File: src/rtl/md_issue_ctrl_if.sv
// D/E-side signal bundle between the pipeline and the mult/div issue controller.
// master = the issue controller, slave = the pipeline/unit environment driving it.
interface md_issue_ctrl_if;
    logic [3:0] md_cls_d;
    logic       hold;
    logic       Req;
    logic       Busy;
    logic       Start;
    logic [2:0] MDOp;
    logic       stall_md;
    logic       hilo_rd;
    logic       hilo_sel;
    logic       md_err;

    modport master (
        input  md_cls_d, hold, Req, Busy,
        output Start, MDOp, stall_md, hilo_rd, hilo_sel, md_err
    );

    modport slave (
        output md_cls_d, hold, Req, Busy,
        input  Start, MDOp, stall_md, hilo_rd, hilo_sel, md_err
    );
endinterface

File: src/rtl/md_issue_ctrl.sv
// Mult/div issue control: E-stage class register, busy-countdown mirror, D-stage HI/LO hazard stall.
// Optional MD_BUSY_CHECK_EN adds a sticky mirror-vs-unit Busy mismatch flag on md_err.
module md_issue_ctrl #(
    parameter int MULT_LAT = 5,
    parameter int DIV_LAT  = 10,
    parameter int CNT_W    = 4
) (
    input  logic           clk,
    input  logic           rst,
    md_issue_ctrl_if.master md
);

    localparam logic [3:0] CLS_NONE  = 4'd0;
    localparam logic [3:0] CLS_MULTU = 4'd2;
    localparam logic [3:0] CLS_DIVU  = 4'd4;
    localparam logic [3:0] CLS_MTLO  = 4'd6;
    localparam logic [3:0] CLS_MFHI  = 4'd7;
    localparam logic [3:0] CLS_MFLO  = 4'd8;

    localparam logic [CNT_W-1:0] LAT_MULT = CNT_W'(MULT_LAT);
    localparam logic [CNT_W-1:0] LAT_DIV  = CNT_W'(DIV_LAT);
    localparam logic [CNT_W-1:0] CNT_ONE  = CNT_W'(1);

    logic [3:0]       r_cls_e;
    logic [CNT_W-1:0] r_cnt;

    logic             w_pending;
    logic             w_start;
    logic             w_accept;
    logic             w_d_is_md;
    logic             w_stall;
    logic [3:0]       w_cls_d_norm;
    logic [3:0]       w_cls_e_nxt;
    logic [CNT_W-1:0] w_lat;

    assign w_pending    = (r_cnt != '0);
    assign w_start      = (r_cls_e != CLS_NONE) && (r_cls_e <= CLS_DIVU);
    assign w_accept     = w_start && !md.Req && !w_pending;
    assign w_d_is_md    = (md.md_cls_d != CLS_NONE) && (md.md_cls_d <= CLS_MFLO);
    // Start counts as busy too: the unit takes the op at this edge, so D must not slip past it.
    assign w_stall      = w_d_is_md && (w_start || w_pending);
    assign w_cls_d_norm = (md.md_cls_d <= CLS_MFLO) ? md.md_cls_d : CLS_NONE;
    assign w_cls_e_nxt  = (w_stall || md.hold || md.Req) ? CLS_NONE : w_cls_d_norm;
    assign w_lat        = (r_cls_e <= CLS_MULTU) ? LAT_MULT : LAT_DIV;

    always_ff @(posedge clk or posedge rst) begin
        if (rst) begin
            r_cls_e <= CLS_NONE;
            r_cnt   <= '0;
        end else begin
            r_cls_e <= w_cls_e_nxt;
            // A flush never clears the mirror: the unit runs the op to completion regardless.
            if (w_accept) begin
                r_cnt <= w_lat;
            end else if (w_pending) begin
                r_cnt <= r_cnt - CNT_ONE;
            end
        end
    end

    assign md.Start    = w_start;
    assign md.MDOp     = ((r_cls_e != CLS_NONE) && (r_cls_e <= CLS_MTLO)) ? r_cls_e[2:0] : 3'd0;
    assign md.stall_md = w_stall;
    assign md.hilo_rd  = (r_cls_e == CLS_MFHI) || (r_cls_e == CLS_MFLO);
    assign md.hilo_sel = (r_cls_e == CLS_MFHI);

`ifdef MD_BUSY_CHECK_EN
    logic r_armed;
    logic r_md_err;

    always_ff @(posedge clk or posedge rst) begin
        if (rst) begin
            r_armed  <= 1'b0;
            r_md_err <= 1'b0;
        end else begin
            if (w_accept) begin
                r_armed <= 1'b1;
            end
            if (r_armed && (md.Busy != w_pending)) begin
                r_md_err <= 1'b1;
            end
        end
    end

    assign md.md_err = r_md_err;
`else
    logic w_unused_busy;
    assign w_unused_busy = md.Busy;
    assign md.md_err     = 1'b0;
`endif

endmodule

File: src/flat_wrapper.sv
// flat-port wrapper written by rule: the top's interface ports become plain ports
module md_issue_ctrl_flat 
#(
    parameter int MULT_LAT = 5,
    parameter int DIV_LAT  = 10,
    parameter int CNT_W    = 4
)
  (clk, rst, md_md_cls_d, md_hold, md_Req, md_Busy, md_Start, md_MDOp, md_stall_md, md_hilo_rd, md_hilo_sel, md_md_err);
  md_issue_ctrl_if md_i ();
  input  logic clk;
  input  logic rst;
  input wire logic [$bits(md_i.md_cls_d)-1:0] md_md_cls_d;
  input wire logic [$bits(md_i.hold)-1:0] md_hold;
  input wire logic [$bits(md_i.Req)-1:0] md_Req;
  input wire logic [$bits(md_i.Busy)-1:0] md_Busy;
  output wire logic [$bits(md_i.Start)-1:0] md_Start;
  output wire logic [$bits(md_i.MDOp)-1:0] md_MDOp;
  output wire logic [$bits(md_i.stall_md)-1:0] md_stall_md;
  output wire logic [$bits(md_i.hilo_rd)-1:0] md_hilo_rd;
  output wire logic [$bits(md_i.hilo_sel)-1:0] md_hilo_sel;
  output wire logic [$bits(md_i.md_err)-1:0] md_md_err;
  assign md_i.md_cls_d = md_md_cls_d;
  assign md_i.hold = md_hold;
  assign md_i.Req = md_Req;
  assign md_i.Busy = md_Busy;
  assign md_Start = md_i.Start;
  assign md_MDOp = md_i.MDOp;
  assign md_stall_md = md_i.stall_md;
  assign md_hilo_rd = md_i.hilo_rd;
  assign md_hilo_sel = md_i.hilo_sel;
  assign md_md_err = md_i.md_err;
  md_issue_ctrl #(.MULT_LAT(MULT_LAT), .DIV_LAT(DIV_LAT), .CNT_W(CNT_W)) u_core (.clk(clk), .rst(rst), .md(md_i));
endmodule
File: config.mk
export PLATFORM = sky130hd
export DESIGN_NAME = md_issue_ctrl_flat
export DESIGN_NICKNAME = d
export VERILOG_FILES = /design/src/rtl/md_issue_ctrl_if.sv /design/src/rtl/md_issue_ctrl.sv /design/src/flat_wrapper.sv
export SDC_FILE = /design/constraint.sdc
export NUM_CORES = 1
export LEC_CHECK = 0
export CORE_MARGIN = 2
export CORE_UTILIZATION = 39
export CTS_CLUSTER_SIZE = 10
export DETAILED_ROUTE_END_ITERATION = 8
export GPL_TIMING_DRIVEN = 0
export PLACE_DENSITY = 0.71
export REMOVE_ABC_BUFFERS = 1
export SETUP_SLACK_MARGIN = 0.05
export SLEW_MARGIN = 0
export SYNTH_ARGS = -nofsm -noshare
export SYNTH_HDL_FRONTEND = slang
export SYNTH_SLANG_ARGS = --single-unit
File: constraint.sdc
create_clock -name clk -period 2.05 [get_ports clk]
set_input_delay 0.615 -clock clk [delete_from_list [all_inputs] [get_ports clk]]
set_output_delay 0.615 -clock clk [all_outputs]
set_load 0.005 [all_outputs]
### After elaboration in Yosys (flattened, before gate mapping)

Cells that the tools add are included.

* logic and storage cells: 31
* register bits after elaboration: 8
* input bits: 9

* reductions and logical operators: 16
* equality and inequality tests: 2
* add/subtract/negate cells: 1
* mux-type cells: 6
* order comparisons: 4

Operator list (number)
* $mux 4: 5
* $reduce_bool 4->1: 3
* $le 4x3->1 const B: 2
* $logic_and 1x1->1: 6
* $eq 4x3->1 const B: 1
* $eq 4x4->1 const B: 1
* $le 4x2->1 const B: 1
* $le 4x4->1 const B: 1
* $logic_or 1x1->1: 4
* $sub 4x1->4 const B: 1
* $mux 3: 1
* $logic_not 1->1: 2
* $reduce_bool 2->1: 1

### Logic depth before layout (Yosys ltp)

Gate-level depths: netlist of run 1.

* depth after elaboration: 7
* mapped depth: 5

### Least setup slack after synthesis of run 1

No wires, ideal clock.

* kind: reg-to-output
* start: register u_core.r_cnt[0]
* end: output md_stall_md
* cell stages (with the launch flop): 6
* setup slack: 61 ps
* arrival time: 1374 ps
* buffers on the path: 0
* cell sequence: dfrtp_1 > inv_1 > ha_1 > or3b_1 > a31o_2 > and2_1

* word-level cells in the longest chain between the ends: 3

RTL lines
* from (decl): line md_issue_ctrl.sv:25 `logic [CNT_W-1:0] r_cnt;`
* from (signal assigned): line md_issue_ctrl.sv:54 `r_cnt <= w_lat;`
* from (signal assigned): line md_issue_ctrl.sv:56 `r_cnt <= r_cnt - CNT_ONE;`
* $reduce_bool 4->1: line md_issue_ctrl.sv:36 `assign w_pending = (r_cnt != '0);`
* $logic_or 1x1->1: line md_issue_ctrl.sv:41 `assign w_stall = w_d_is_md && (w_start || w_pending);`
* $logic_and 1x1->1: line md_issue_ctrl.sv:41
* to (decl): line flat_wrapper.sv:18 `output wire logic [$bits(md_i.stall_md)-1:0] md_stall_md;`

Every way passes these cells.

### Worst setup path in the final report of run 1

* start: register u_core.r_cnt[1]
* end: output md_stall_md

Same word-level chain as after synthesis.

==> results of run 1 <==
## power by group through the flow
| stage | Sequential, mW | Clock [mW] | Combinational (mW) |
|---|---|---|---|
| after floorplan | 0.239 | 0 | 0.180 |
| after global placement | 0.247 | 0 | 0.241 |
| after detailed placement | 0.247 | 0 | 0.245 |
| after CTS | 0.241 | 0.116 | 0.352 |
| after global routing | 0.251 | 0.121 | 0.425 |
| final | 0.245 | 0.114 | 0.371 |
## critical path, delay by kind of cell (launching register included)
family,cells,cell delay [ps]
flops,1,400
compound gates,1,230
simple gates,2,510
fa+ha+maj,1,120
buf+inv,2,210
## cell families (layout without fill, tap and decap cells)
kind of cell / count (synthesis) / in the layout / synth area share
AO/OA/AOI/OAI: 11 / 11 / 0.137
XOR/XNOR: 4 / 4 / 0.0638
adder cells (fa/ha/maj): 2 / 2 / 0.0456
buffers and inverters: 9 / 41 / 0.0843
flip-flops: 8 / 8 / 0.364
multiplexers: 1 / 1 / 0.0205
other: 1 / 1 / 0.00683
AND/OR/NAND/NOR: 22 / 22 / 0.278
## per-layer routing
metal,part of all wire,up-vias,track usage
met2,0.54,10,0.313
met5,0,-,0
met1,0.43,253,0.234
met4,0.0043,0,0.0581
met3,0.021,2,0.0130
li1,-,270,-
## metrics by stage
stage               power, mW  setup WS, ps  area [um^2]
floorplan               0.418          60.6          526
global placement        0.488          -676          684
detailed placement      0.492          -669          684
CTS                     0.710          -262          838
global route            0.797          -327          876
finish                  0.730          -274          876
## area by class of cell
cell class | count | area [um^2]
multi-input cells | 41 | 359
fillers | 99 | 425
flip-flops and latches | 8 | 205
clock buffers | 3 | 22.5
well taps | 15 | 18.8
repair buffers | 32 | 248
inverters | 6 | 22.5
## path summary, 6_finish.rpt
| path | from | to | slack [ps] |
|---|---|---|---|
| worst max-delay path | u_core.r_cnt[1] | md_stall_md | -270 |
| worst min-delay path | u_core.r_cnt[0] | u_core.r_cnt[0] | 600 |
| worst max register to register | u_core.r_cnt[1] | u_core.r_cls_e[1] | 230 |
| worst min register to register | u_core.r_cnt[0] | u_core.r_cnt[0] | 600 |
| max in group asynchronous | rst | u_core.r_cls_e[2] | 1200 |
| min in group asynchronous | rst | u_core.r_cls_e[0] | 610 |
## registers in the layout, summed over array words and instances (netlist names)
register,cells
u_core.r_cnt,4
u_core.r_cls_e,4
## placed cells by master, fill, tap and decap left out, types with 2 or more instances in the layout
cell type	count
a211oi_1	2
a21oi_1	3
dlygate4sd2_1	2
nor3_2	2
inv_2	3
dfrtp_2	4
clkdlybuf4s50_1	7
buf_2	3
and4bb_2	2
nor3_1	2
xnor2_1	2
nor2_1	3
dfrtp_1	4
buf_4	18
xor2_1	2
inv_1	3
clkbuf_2	2
clkbuf_4	3
## repair_timing
item | in CTS | in global routing
cloned | 0 | 0
setup endpoints to repair | 7 | 5
setup buffers | 13 | 5
resized for setup | 31 | 7
pin swaps | 2 | 1
==> metrics.txt, run 1 <==
hold buffers post-CTS=0; DIE WIDTH=41.5 um; max_cap viols=0; std cell rows=13; # clock sinks=8; net switching power=0.239 mW; Worst-path clk slew=50 ps; total track usage=0.179; CTS Buf Count=3; final slew viol count=0; area delta synth->final=59.5%; FF-to-FF path depth=7; Layout Nets=103; post-synth top area cell=dfrtp_1; Flop pwr share=0.335; ant diodes=0; ys flop type=dfrtp_1; Min Hold Slack=600 ps; leakage=0.404 nW; delay of the slowest cell on the worst path=400 ps; worst skew pair latency=240 ps; main area contributors after synthesis=dfrtp_1, and4bb_2, ha_1; Startpoint Class=flip-flop; CTS root buffer=clkbuf_4; synth warn=0; Starting DRT DRC Count=1; Sw Share=0.327; CP Cell Sequence=inv_2, ha_4, or3b_4, a31o_4, and2_1, buf_2; Pre-antenna DRT Iters=2; Post-Synthesis Cell Area=549 um^2; die area=1720 um^2; HPWL after DPL=788 um; Int Pwr=0.491 mW; core area=1300 um^2; cell count after placement=84; vias in the first global route=547; Tmin final=2320 ps; clk buf depth=2; total power divided by cell area=833 nW/um^2; CP max-delay cell=dfrtp_1; share of flip-flops with an asynchronous set or reset=1.00; antenna-violating nets left=0; crit path DAT=1710 ps; share of cells above drive strength 1=0.544; failing checks=setup timing; cell count after synthesis=58; endpoints failing hold=0; RSZ-0062 raised after global routing=true; residual DRC count=0; HP Class=flip-flop to flip-flop; RePlAce Congestion=0.722; htree depth=1; crit end category=primary output; Final WS setup=-274 ps; clock power share=0.156; #FFs+latches synth=8; Worst EP required=1430 ps; first-pass GRT wire length=2440 um; Non-Filler Instances=105; sequential share of the synthesized area=0.364; total global routing overflow=0; final cell utilization of the core=0.673; status=complete, but fails checks; setup tns final=-274 ps; largest net degree at the start of global routing=9; post-synthesis average cell area=9.47 um^2; Worst Skew=3.60 ps; DR WL/cell=13.4 um; Initial Util=0.422; most frequent cell after synthesis=dfrtp_1; Synth top cells by count=dfrtp_1, inv_1, nor3_1; Hold Path Stages=2; Max Clk Rate=430 MHz; final critical-path share of the clock period=1.13; TritonCTS clock tree=yes; via count=535; io pins=17; Post-Route WL=1410 um; Comb pwr share=0.509; I/O Buffers=14; Setup violations, final=1; Via density=5.10; critical path class=flip-flop to primary output; Post-synth EDFFs=0; Die Ht=41.5 um; post-synth top area share=0.364; Peak supply drop=0.000661 V; post-synth cell types=33; CP Max Fanout=2; antenna violations before repair=0
Note: power is estimated with default switching activity, not from simulation.
==> inputs of run 2 (changes only) <==
Settings changed: GPL_ROUTABILITY_DRIVEN set to 0, SKIP_LAST_GASP set to 1.
Clock period 2.05 ns to 1.9 ns, I/O delays scaled along.
==> run 2 against run 1 <==
The flow still finishes with violations (setup timing). Setup slack worse by 98 ps. Hold slack worse by 35 ps. Global-route usage down 0.36 points. Sequential power up 8%. Non-clock buffer count up 1. Largest cell class unchanged.
==> metrics.txt, run 2 (synthesized netlist as in run 1, its figures left out) <==
status=complete, but fails checks; failing checks=setup timing; final critical-path share of the clock period=1.20; max_cap viols=0 (unchanged); antenna-violating nets left=0 (unchanged); FF-to-FF path depth=6 (-1); via count=547 (+2.2%); Worst-path clk slew=50 ps (about the same); register area=205 um^2 (unchanged); largest registers=u_core.r_cls_e x4, u_core.r_cnt x4; critical path class=flip-flop to primary output; Initial Util=0.422 (unchanged); RSZ-0062 raised after global routing=true; Via density=5.16 (+1.3%); setup tns final=-372 ps (-98.2 ps); total track usage=0.176 (-0.00364); Tmin final=2270 ps; Setup WS pre-CTS=-729 ps (-60.0 ps); Pre-antenna DRT Iters=6 (+4); endpoints failing hold=0 (unchanged); worst skew pair latency=240 ps (about the same); clk buf depth=2 (unchanged); share of cells above drive strength 1=0.571 (+0.0270); CP top delay family=simple AND/OR/NAND/NOR gates; Crit path depth=6 (unchanged); footprint of the multi-input gates=389 um^2 (+8.4%); core area=1300 um^2 (unchanged); total global routing overflow=0 (unchanged); Starting DRT DRC Count=2 (+1); # clock sinks=8 (unchanged); delay of the slowest cell on the worst path=390 ps (about the same); worst r2r src=u_core.r_cnt[0]; Peak supply drop=0.000664 V (+0.31%); residual DRC count=0 (unchanged); Setup violations, final=1 (unchanged); crit end category=primary output; final cell utilization of the core=0.716 (+0.0433); DIE WIDTH=41.5 um (unchanged); Worst EP required=1330 ps (-100 ps); total power divided by cell area=845 nW/um^2 (+1.4%); Min Hold Slack=565 ps (-35.0 ps); leakage=0.430 nW (+6.3%); Critical Path Source=u_core.r_cnt[0]; TritonCTS clock tree=yes; ant diodes=0 (unchanged); CP Max Fanout=2 (unchanged); area delta synth->final=69.7%; HPWL after DPL=788 um (unchanged); largest net degree at the start of global routing=9 (unchanged); CP max-delay cell=dfrtp_1; io pins=17 (unchanged); Layout Nets=104 (+0.97%); Post-Route WL=1490 um (+6.0%); final slew viol count=0 (unchanged); vias in the first global route=518 (-5.3%); htree depth=1 (unchanged); CP Cell Sequence=inv_2, ha_4, or3b_4, a31o_4, and2_1, buf_2; std cell rows=13 (unchanged); crit path DAT=1700 ps (about the same); Final Power=0.788 mW (+8.0%); Max Clk Rate=440 MHz; HP Class=primary input to async pin; most frequent cells in the layout=buf_4, clkdlybuf4s50_1; first-pass GRT wire length=2370 um (-2.8%); CTS root buffer=clkbuf_4; most common cell after layout, fill and taps aside=buf_4; CTS Buf Count=3 (unchanged); Buf/Inv on CP=2 (unchanged); Worst Skew=2.47 ps (-1.13 ps); DR WL/cell=14.1 um (+5.0%); Die Ht=41.5 um (unchanged); Startpoint Class=flip-flop; antenna violations before repair=0 (unchanged); Final WS setup=-372 ps (-98.2 ps); I/O Buffers=14 (unchanged); number of fill cells=91 (-8.1%); die area=1720 um^2 (unchanged)
[run 2: where the power goes]
part | internal, mW | total (mW) | switching (mW)
sequential | 0.221 | 0.264 | 0.0432
clock | 0.0718 | 0.122 | 0.0501
combinational | 0.236 | 0.402 | 0.166
[run 2: what timing repair did]
item	in CTS	in global routing
hold buffers	0	0
gates resized for setup	35	16
setup endpoints to repair	7	5
setup buffers	13	6
gates cloned	0	0
pin swaps	2	4
[run 2: layout make-up]
| type | count | area share |
|---|---|---|
| clock buffers | 3 | 0.0242 |
| inverters | 6 | 0.0242 |
| repair buffers | 33 | 0.294 |
| multi-input cells | 41 | 0.417 |
| flip-flops and latches | 8 | 0.220 |
| well taps | 15 | 0.0201 |
[run 2: worst register-to-register path, stage by stage, from the launching register on]
cell and delay (ps):
dfrtp_1 390, inv_2 90, ha_4 130, or3b_4 380, a31o_4 230, buf_4 140, and4bb_2 280
[run 2: final timing paths]
| check | endpoint | slack [ps] |
|---|---|---|
| min in group clk | u_core.r_cnt[0] | 620 |
| max reg2reg | u_core.r_cls_e[1] | 200 |
| max in group asynchronous | u_core.r_cls_e[2] | 1100 |
| min reg2reg | u_core.r_cnt[0] | 620 |
| max | md_stall_md | -370 |
| min | u_core.r_cls_e[0] | 570 |
[run 2: per-layer routing]
| metal | share of wire | vias to the layer above | global-route usage |
|---|---|---|---|
| met3 | 0.019 | 2 | 0.0130 |
| met5 | 0 | - | 0 |
| li1 | - | 275 | - |
| met1 | 0.44 | 260 | 0.240 |
| met4 | 0.0040 | 0 | 0.0581 |
| met2 | 0.53 | 10 | 0.294 |
[run 2: per-stage QoR]
stage          cells  area (um^2)
6_report         106          932
2_1_floorplan     55          526
5_1_grt          106          932
3_5_place_dp      84          684
3_3_place_gp      84          684
4_1_cts          100          832
==> inputs of run 3 (changes only) <==
Settings changed: SKIP_LAST_GASP 1 to not set.
==> run 3 against run 2 <==
The run still ends with setup timing left. Clock power hardly changed. Fmax is 0.75% higher. Sequential share of layout area hardly changed. Global-route usage is 0.091 points lower. Hold slack better by 3.0 ps. Cell count is 0.94% lower. Critical path type unchanged. Core utilization is 0.096 points lower. Critical endpoint unchanged. Design area is 0.13% lower. Clock skew is 0.62 ps higher.
==> metrics.txt, run 3 (synthesized netlist as in run 1, its figures left out) <==
htree depth=1 (unchanged); cell count after placement=84 (unchanged); crit end category=primary output; Worst Skew=3.09 ps (+0.621 ps); Starting DRT DRC Count=8 (+6); Comb pwr share=0.526 (+0.016); reg2reg setup slack=110 ps (-90 ps); Layout Nets=103 (-0.96%); total track usage=0.175 (-0.000911); Via density=5.13 (-0.52%); core area=1300 um^2 (unchanged); DR WL/cell=14.0 um (-0.20%); total global routing overflow=0 (unchanged); failing checks=setup timing; FF-to-FF path depth=7 (+1); area delta synth->final=69.5%; CTS root buffer=clkbuf_4; Initial Util=0.422 (unchanged); Sw Share=0.326 (-0.00280); Flop pwr share=0.324 (-0.011); Startpoint Class=flip-flop; RSZ-0062 raised after global routing=true; Max Clk Rate=443 MHz (+0.75%); HP Class=primary input to async pin; via count=539 (-1.5%); CP Capture Point=md_stall_md; critical path class=flip-flop to primary output; Peak supply drop=0.000708 V (+6.6%); Pre-antenna DRT Iters=2 (-4); std cell rows=13 (unchanged); Final WS setup=-355 ps (+16.9 ps); antenna-violating nets left=0 (unchanged); reg2reg end=u_core.r_cls_e[1]; endpoints failing hold=0 (unchanged); most frequent cells in the layout=buf_4, clkdlybuf4s50_1, buf_6; final slew viol count=0 (unchanged); worst r2r src=u_core.r_cnt[1]; CTS Buf Count=3 (unchanged); leakage=0.427 nW (-0.66%); residual DRC count=0 (unchanged); Critical Path Source=u_core.r_cnt[1]; first-pass GRT wire length=2370 um (+0.30%); worst skew pair latency=240 ps (about the same); final critical-path share of the clock period=1.19 (-0.00889); max_cap viols=0 (unchanged); largest registers=u_core.r_cls_e x4, u_core.r_cnt x4; HPWL after DPL=788 um (unchanged); io pins=17 (unchanged); Non-Filler Instances=105 (-0.94%); Post-Route WL=1480 um (-1.1%); most common cell after layout, fill and taps aside=buf_4; status=complete, but fails checks; Tmin final=2260 ps (-16.9 ps); ant diodes=0 (unchanged); clock power share=0.151 (-0.004); share of cells above drive strength 1=0.589 (+0.0175); # clock sinks=8 (unchanged); CP Max Fanout=2 (unchanged); die area=1720 um^2 (unchanged); largest net degree at the start of global routing=9 (unchanged); Setup violations, final=2 (+1); Int Pwr=0.547 mW (+3.4%); Setup WS pre-CTS=-729 ps (unchanged); crit path DAT=1690 ps (about the same); clk buf depth=2 (unchanged); hold buffers post-CTS=0 (unchanged); total power divided by cell area=872 nW/um^2 (+3.1%); number of fill cells=90 (-1.1%); Die Ht=41.5 um (unchanged); Worst EP required=1330 ps (about the same); vias in the first global route=527 (+1.7%); TritonCTS clock tree=yes; I/O Buffers=14 (unchanged); net switching power=0.265 mW (+2.1%); antenna violations before repair=0 (unchanged); DIE WIDTH=41.5 um (unchanged); Worst-path clk slew=50 ps (about the same)
==> run 3: changes by cell type in the layout (fill, tap and decap cells not counted), sizes merged <==
cell and delta:
buf -1, clkbuf +1, clkdlybuf4s15 -1
==> run 3: area by class of cell <==
class | count | area [um^2] | share of cell area
multi-input combinational | 41 | 387 | 0.415
tap | 15 | 18.8 | 0.0202
sequential | 8 | 205 | 0.220
clock buffer | 3 | 22.5 | 0.0242
inverter | 6 | 22.5 | 0.0242
timing repair buffer | 32 | 275 | 0.296
==> run 3: metrics by stage <==
step           setup TNS [ps]  power (mW)   util  hold slack [ps]  area (um^2)
2_1_floorplan           -44.4       0.451      -              386          526
3_3_place_gp             -989       0.527  0.526              533          684
3_5_place_dp            -1040       0.531  0.526              511          684
4_1_cts                  -390       0.767  0.647              571          842
5_1_grt                  -485       0.886  0.715              600          931
6_report                 -374       0.812  0.715              569          931
==> run 3: routing by layer <==
| metal | part of all wire | global-route usage | wire [um] |
|---|---|---|---|
| met5 | 0 | 0 | 0 |
| met4 | 0.0041 | 0.0581 | 6 |
| met2 | 0.52 | 0.300 | 771 |
| met3 | 0.022 | 0.0130 | 32 |
| met1 | 0.45 | 0.231 | 664 |
==> run 3: repair_timing <==
item                                    CTS  global route
gates resized for setup                  41            14
endpoints found under the setup margin    7             5
pin swaps                                 2             5
buffers inserted                         13             5
==> run 3: worst max-delay path, stage by stage (launching register included) <==
cell and delay [ps]:
dfrtp_1 380, inv_2 80, ha_4 130, or3b_4 380, a31o_4 220, and2_1 130, buf_2 120
==> run 3: how the worst min path moves through the flow <==
stage,startpoint,end,cells past startpoint
CTS,rst,u_core.r_cnt[2],2
global placement,u_core.r_cnt[0],u_core.r_cnt[0],1
finish,rst,u_core.r_cls_e[0],2
floorplan,rst,u_core.r_cls_e[0],1
detailed placement,u_core.r_cnt[0],u_core.r_cnt[0],1
global route,rst,u_core.r_cls_e[1],2
==> run 3: power by group through the flow <==
stage,Combinational (mW),Sequential [mW],Clock (mW)
after CTS,0.382,0.261,0.125
after detailed placement,0.264,0.267,0
final,0.427,0.263,0.122
after global placement,0.261,0.266,0
after global routing,0.483,0.270,0.133
after floorplan,0.194,0.257,0
